File: src/rtl/mem_store_buffer.sv
// Store buffer and load/store arbiter in front of the unified memory port.
// Stores queue in a FIFO and drain when fetch leaves the port idle; loads
// forward from the youngest matching entry or are issued ahead of drains.
//
// Ports:
//   clk, rst                      clock, asynchronous active-low reset
//   writeIn, readIn               store / load request from the memory stage
//   addressIn, dataIn             request address and store data
//   stall                         hold the pipeline request constant
//   readData, readValid           load result and its one-cycle strobe
//   memBusy                       instruction fetch owns the port this cycle
//   memAddress, memData           memory port address / write data
//   memWrite, memRead             memory port strobes
//   memReadData                   memory read data, one cycle after memRead
//   count                         occupied buffer entries
module mem_store_buffer #(
    parameter int DEPTH  = 4,
    parameter int ADDR_W = 32,
    parameter int DATA_W = 32,
    parameter int CNT_W  = $clog2(DEPTH) + 1
) (
    input  logic              clk,
    input  logic              rst,
    input  logic              writeIn,
    input  logic              readIn,
    input  logic [ADDR_W-1:0] addressIn,
    input  logic [DATA_W-1:0] dataIn,
    output logic              stall,
    output logic [DATA_W-1:0] readData,
    output logic              readValid,
    input  logic              memBusy,
    output logic [ADDR_W-1:0] memAddress,
    output logic [DATA_W-1:0] memData,
    output logic              memWrite,
    output logic              memRead,
    input  logic [DATA_W-1:0] memReadData,
    output logic [CNT_W-1:0]  count
);

    localparam int PTR_W = $clog2(DEPTH);

    typedef enum logic [1:0] {
        IDLE,
        LD_ISSUE,
        LD_DATA
    } state_t;

    state_t state_q, state_d;

    logic [ADDR_W-1:0] addr_q [DEPTH];
    logic [DATA_W-1:0] data_q [DEPTH];
    logic [PTR_W-1:0]  head_q, tail_q;
    logic [CNT_W-1:0]  count_q;
    logic [ADDR_W-1:0] ld_addr_q;
    logic [DATA_W-1:0] rdata_q, rdata_d;
    logic              rvalid_q, rvalid_d;

    logic              full, empty, is_idle;
    logic              load_req, enq, drain;
    logic              hit, fwd, miss, mem_rd;
    logic [DATA_W-1:0] hit_data;
    logic [PTR_W-1:0]  idx;

    assign full     = (count_q == CNT_W'(DEPTH));
    assign empty    = (count_q == '0);
    assign is_idle  = (state_q == IDLE);
    // A simultaneous store and load is treated as a store only.
    assign load_req = readIn & ~writeIn;
    assign enq      = writeIn & ~full;

    // Walk entries oldest to youngest so the last match wins.
    always_comb begin
        hit      = 1'b0;
        hit_data = '0;
        idx      = '0;
        for (int k = 0; k < DEPTH; k++) begin
            idx = head_q + PTR_W'(k);
            if ((CNT_W'(k) < count_q) && (addr_q[idx] == addressIn)) begin
                hit      = 1'b1;
                hit_data = data_q[idx];
            end
        end
    end

    assign fwd   = load_req & is_idle & hit;
    assign miss  = load_req & is_idle & ~hit;
    assign drain = is_idle & ~empty & ~memBusy & ~miss;

    always_comb begin
        state_d  = state_q;
        rvalid_d = 1'b0;
        rdata_d  = rdata_q;
        mem_rd   = 1'b0;
        unique case (state_q)
            IDLE: begin
                if (miss) begin
                    state_d = LD_ISSUE;
                end
                if (fwd) begin
                    rvalid_d = 1'b1;
                    rdata_d  = hit_data;
                end
            end
            LD_ISSUE: begin
                if (!memBusy) begin
                    mem_rd  = 1'b1;
                    state_d = LD_DATA;
                end
            end
            LD_DATA: begin
                rvalid_d = 1'b1;
                rdata_d  = memReadData;
                state_d  = IDLE;
            end
            default: state_d = IDLE;
        endcase
    end

    always_ff @(posedge clk or negedge rst) begin
        if (!rst) begin
            state_q   <= IDLE;
            head_q    <= '0;
            tail_q    <= '0;
            count_q   <= '0;
            ld_addr_q <= '0;
            rdata_q   <= '0;
            rvalid_q  <= 1'b0;
        end else begin
            state_q  <= state_d;
            rdata_q  <= rdata_d;
            rvalid_q <= rvalid_d;
            if (miss) begin
                ld_addr_q <= addressIn;
            end
            if (enq) begin
                tail_q <= tail_q + PTR_W'(1);
            end
            if (drain) begin
                head_q <= head_q + PTR_W'(1);
            end
            unique case ({enq, drain})
                2'b10:   count_q <= count_q + CNT_W'(1);
                2'b01:   count_q <= count_q - CNT_W'(1);
                default: count_q <= count_q;
            endcase
        end
    end

    // Entry storage needs no reset: validity comes from count_q.
    always_ff @(posedge clk) begin
        if (enq) begin
            addr_q[tail_q] <= addressIn;
            data_q[tail_q] <= dataIn;
        end
    end

    // A raw load request can still be high while reset is held, so the
    // stall term is masked to keep every output at zero during reset.
    assign stall = rst & ((writeIn & full) | miss | ~is_idle);

    assign memWrite = drain;
    assign memRead  = mem_rd;

    always_comb begin
        memAddress = '0;
        memData    = '0;
        if (drain) begin
            memAddress = addr_q[head_q];
            memData    = data_q[head_q];
        end else if (mem_rd) begin
            memAddress = ld_addr_q;
        end
    end

    assign readData  = rdata_q;
    assign readValid = rvalid_q;
    assign count     = count_q;

endmodule

File: config.mk
export PLATFORM = sky130hd
export DESIGN_NAME = mem_store_buffer
export DESIGN_NICKNAME = d
export VERILOG_FILES = /design/src/rtl/mem_store_buffer.sv
export SDC_FILE = /design/constraint.sdc
export NUM_CORES = 1
export LEC_CHECK = 0
export CORE_MARGIN = 2
export CORE_UTILIZATION = 60
export DETAILED_ROUTE_END_ITERATION = 8
export GPL_TIMING_DRIVEN = 0
export PLACE_DENSITY_LB_ADDON = 0.08
export SLEW_MARGIN = 20
export SYNTH_ARGS = -nofsm -noshare
export SYNTH_HDL_FRONTEND = slang
export SYNTH_SLANG_ARGS = --single-unit
File: constraint.sdc
create_clock -name clk -period 7 [get_ports clk]
set_input_delay 1.05 -clock clk [delete_from_list [all_inputs] [get_ports clk]]
set_output_delay 1.05 -clock clk [all_outputs]
set_load 0.03 [all_outputs]
==> results by group <==
Synthesis
  • Synth Net Count: 1540
  • Seq/Total Area, Yosys: 0.475
  • Distinct cells, synth: 67
  • EDFF count, synth: 256
  • Seq cells post-synth: 330
  • Ys async rst share: 0.224
  • Syn Area/Cell: 14.1 sq um
  • Top_reg_cell synth: edfxtp_1
  • Synthesized cell area: 20100 sq um
  • Syn. warnings: 0
  • Mapped Cells: 1430

Final layout
  • Layout net count: 1785
  • Layout cells sized above 1: 0.207
  • Fillers: 2205
  • Final instance area: 24200 sq um
  • Area Growth Syn to Fin: 20.3%
  • Final Non-Filler Cells: 2154

Hold path
  • HP Class: primary input to async pin

Floorplanning
  • Width of the die: 187 um
  • Row count: 67
  • DIE HEIGHT: 187 um
  • I/O Pins: 204
  • Die area: 35000 sq um
  • Initial Utilization: 0.604
  • Core area: 33300 sq um

Clocking
  • Clock sink total: 330
  • Clk_lat worst skew: 0.56 ns
  • Clk slew on worst S/H paths: 0.06 ns
  • CTS Root Cell: clkbuf_16
  • Hold-fix buffers, CTS: 0
  • H-tree depth: 2
  • Clock Path Buffers: 3
  • CTS tree: built
  • Total CTS buffers: 37

Drt
  • Drc violations: 0
  • DR pass1 iterations: 6
  • Vias/cell: 7.26
  • Routed Antenna Nets: 0
  • Final WL: 69000 um
  • WL per Instance: 32.0 um
  • Initial DRC Count: 2340
  • Via count: 15600

Power and ir drop
  • Leak pwr: 8.35 nW
  • Max VDD drop: 327 uV
  • Power density over the cells: 443 nW/um^2

STA
  • Crit share post-route: 0.991
  • Slew Viols, Final: 0
  • Slew at the pin closest to its max-slew limit: 1.06 ns
  • Final setup margin: 0.0646 ns
  • Minimum clock period: 6.94 ns
  • FMAX: 144 MHz
  • Count of final setup violators: 0
  • Final hold viol count: 0
  • Setup TNS: 0 ns
  • Slew headroom: 0.294
  • Clock skew: 0.0168 ns

Worst setup path
  • Worst Path Arrival: 5.89 ns
  • Crit path cell chain: buf_4, buf_6, buf_6, buf_4, mux2i_2, o221ai_1, a2111oi_0, o2111ai_1, o31ai_1, or4b_1, buf_4, nand3_2, inv_4, buf_4, a22o_1, clkdlybuf4s50_1
  • Critical Path Fanout Max: 10
  • Worst path required time: 5.95 ns
  • Crit path max-delay cell type: clkdlybuf4s50_1
  • R2R Setup Slk: 1.89 ns
  • CP peak stage delay: 0.69 ns
  • Startpoint Class: flop
  • Critical path class: flop to output port
  • Most frequent CP cell: buf_4
  • CP endpoint kind: output port

GRT
  • Gr usage total: 0.392
  • Vias in the first global route: 15100
  • GRT Residual Overflow: 0
  • Global-route wire length before repair: 99600 um
  • Antenna violations before repair: 5
  • Maximum number of pins on one net before global-route repair: 52

Placed design
  • PortBufs: 203
  • DP Worst Slack: -0.496 ns
  • Placed instance area: 22800 sq um
  • Placed instance count: 2086
  • Post-DP HPWL: 48200 um
  • Final Wtd Congestion: 1.04

Status
  • Run status: completed

Job
  • Max Cap Viol: 0
## power by group
group / total (W) / internal, W / switching, W
clock: 0.00200 / 0.00117 / 0.000828
sequential: 0.00290 / 0.00260 / 0.000302
combinational: 0.00580 / 0.00250 / 0.00330
## metrics by stage
step                hold slack, ns  total power [W]  utilization
floorplan                    0.451          0.00662            -
global placement             0.463          0.00843        0.682
detailed placement           0.472          0.00851        0.686
CTS                          0.377           0.0105        0.724
global route                 0.390           0.0110        0.726
finish                       0.379           0.0107        0.726
## final timing paths
kind / from / endpoint / cells after the start
worst max-delay path: head_q[1]$_DFFE_PN0P_ / memAddress[25] / 16
worst min-delay path: rst / ld_addr_q[22]$_DFFE_PN0P_ / 1
worst max register to register: head_q[1]$_DFFE_PN0P_ / count[2]$_DFFE_PN0P_ / 18
worst min register to register: ld_addr_q[10]$_DFFE_PN0P_ / ld_addr_q[10]$_DFFE_PN0P_ / 2
max in group asynchronous: rst / readData[19]$_DFFE_PN0P_ / 2
min in group clk: ld_addr_q[10]$_DFFE_PN0P_ / ld_addr_q[10]$_DFFE_PN0P_ / 2
## cells by family (layout without fill, tap and decap cells)
family	Yosys count	in the layout	synth area share
buffers and inverters	149	423	0.0369
xor gates and xnor gates	120	120	0.0523
and+or+nand+nor	257	257	0.0643
DFF	330	330	0.475
other	0	2	0
muxes	342	342	0.277
adders and majority gates	9	9	0.00560
AOI/OAI and AO/OA	223	223	0.0892
## cells in the mapped netlist (4+ instances only)
cell type,instances,area [sq um]
ha_1,9,113
and2_1,38,238
o211ai_1,5,37.5
nor4_1,8,50.1
inv_1,13,48.8
buf_4,25,188
nor3_1,7,35.0
o2111ai_1,4,35.0
xor2_1,25,219
edfxtp_1,256,7690
a22o_1,30,263
buf_6,7,78.8
buf_1,22,82.6
a211oi_1,7,52.6
o22ai_1,9,56.3
o221a_1,30,338
a22oi_1,5,37.5
a21oi_1,14,70.1
buf_2,26,130
mux2_2,35,394
o22a_1,32,280
or3_1,5,31.3
a2111oi_0,10,87.6
xnor2_1,95,832
mux2i_1,139,1390
dfrtp_1,74,1850
o21ai_0,14,70.1
mux4_2,168,3780
clkbuf_1,53,199
nand4_1,15,93.8
a31oi_1,37,231
nand3_1,40,200
nand2_1,77,289
nor2_1,44,165
nand2b_1,4,25.0
## cell type report
type	instances	area (sq um)	share of cell area
Sequential cell	330	9540	0.395
Clock inverter	21	245	0.0101
Buffer	131	694	0.0287
Inverter	15	61.3	0.00254
Clock buffer	47	963	0.0399
Multi-Input combinational cell	951	9920	0.410
Antenna cell	2	5.00	0.000207
Tap cell	448	561	0.0232
Timing Repair Buffer	209	2180	0.0903
## registers in the layout, indices dropped and copies added, names as in the netlist
register	flops
tail_q	2
ld_addr_q	32
head_q	2
readValid	1
data_q	128
state_q	2
readData	32
count	3
addr_q	128
## layout by cell type, fill, tap and decap left out, types with 13 or more instances in the layout
cell type and count:
a21oi_1 14, a22o_1 30, a31oi_1 37, and2_1 34
buf_1 22, buf_2 22, buf_4 25, clkbuf_1 59
clkbuf_16 37, clkdlybuf4s50_1 200, dfrtp_1 74, edfxtp_1 256
inv_1 13, mux2_2 35, mux2i_1 133, mux4_2 168
nand2_1 77, nand3_1 40, nand4_1 15, nor2_1 43
o21ai_0 14, o221a_1 30, o22a_1 32, xnor2_1 93
xor2_1 25
## per-layer routing
metal	up-vias	routed length, um	share of wire	global-route usage
li1	6230	-	-	-
met1	7877	26600	0.39	0.572
met2	1339	30300	0.44	0.571
met3	194	9410	0.14	0.100
met4	4	2640	0.038	0.150
met5	-	22	0.00032	0
## worst max-delay path, delay by kind of cell, from the launching register on
kind                   cells  cell delay, ns
buffers and inverters      8            2.66
AO/OA/AOI/OAI              5            1.52
flip-flops                 1            0.35
multiplexers               1            0.41
AND/OR/NAND/NOR            2            0.36
## timing repair
| item | 4_1_cts | 5_1_grt |
|---|---|---|
| buffers inserted | 1 | 0 |
| pin swaps | 1 | 0 |
| setup endpoints to repair | 66 | 59 |
| cloned | 0 | 0 |
| resized for setup | 14 | 19 |
Note: power is estimated with default switching activity, not from simulation.
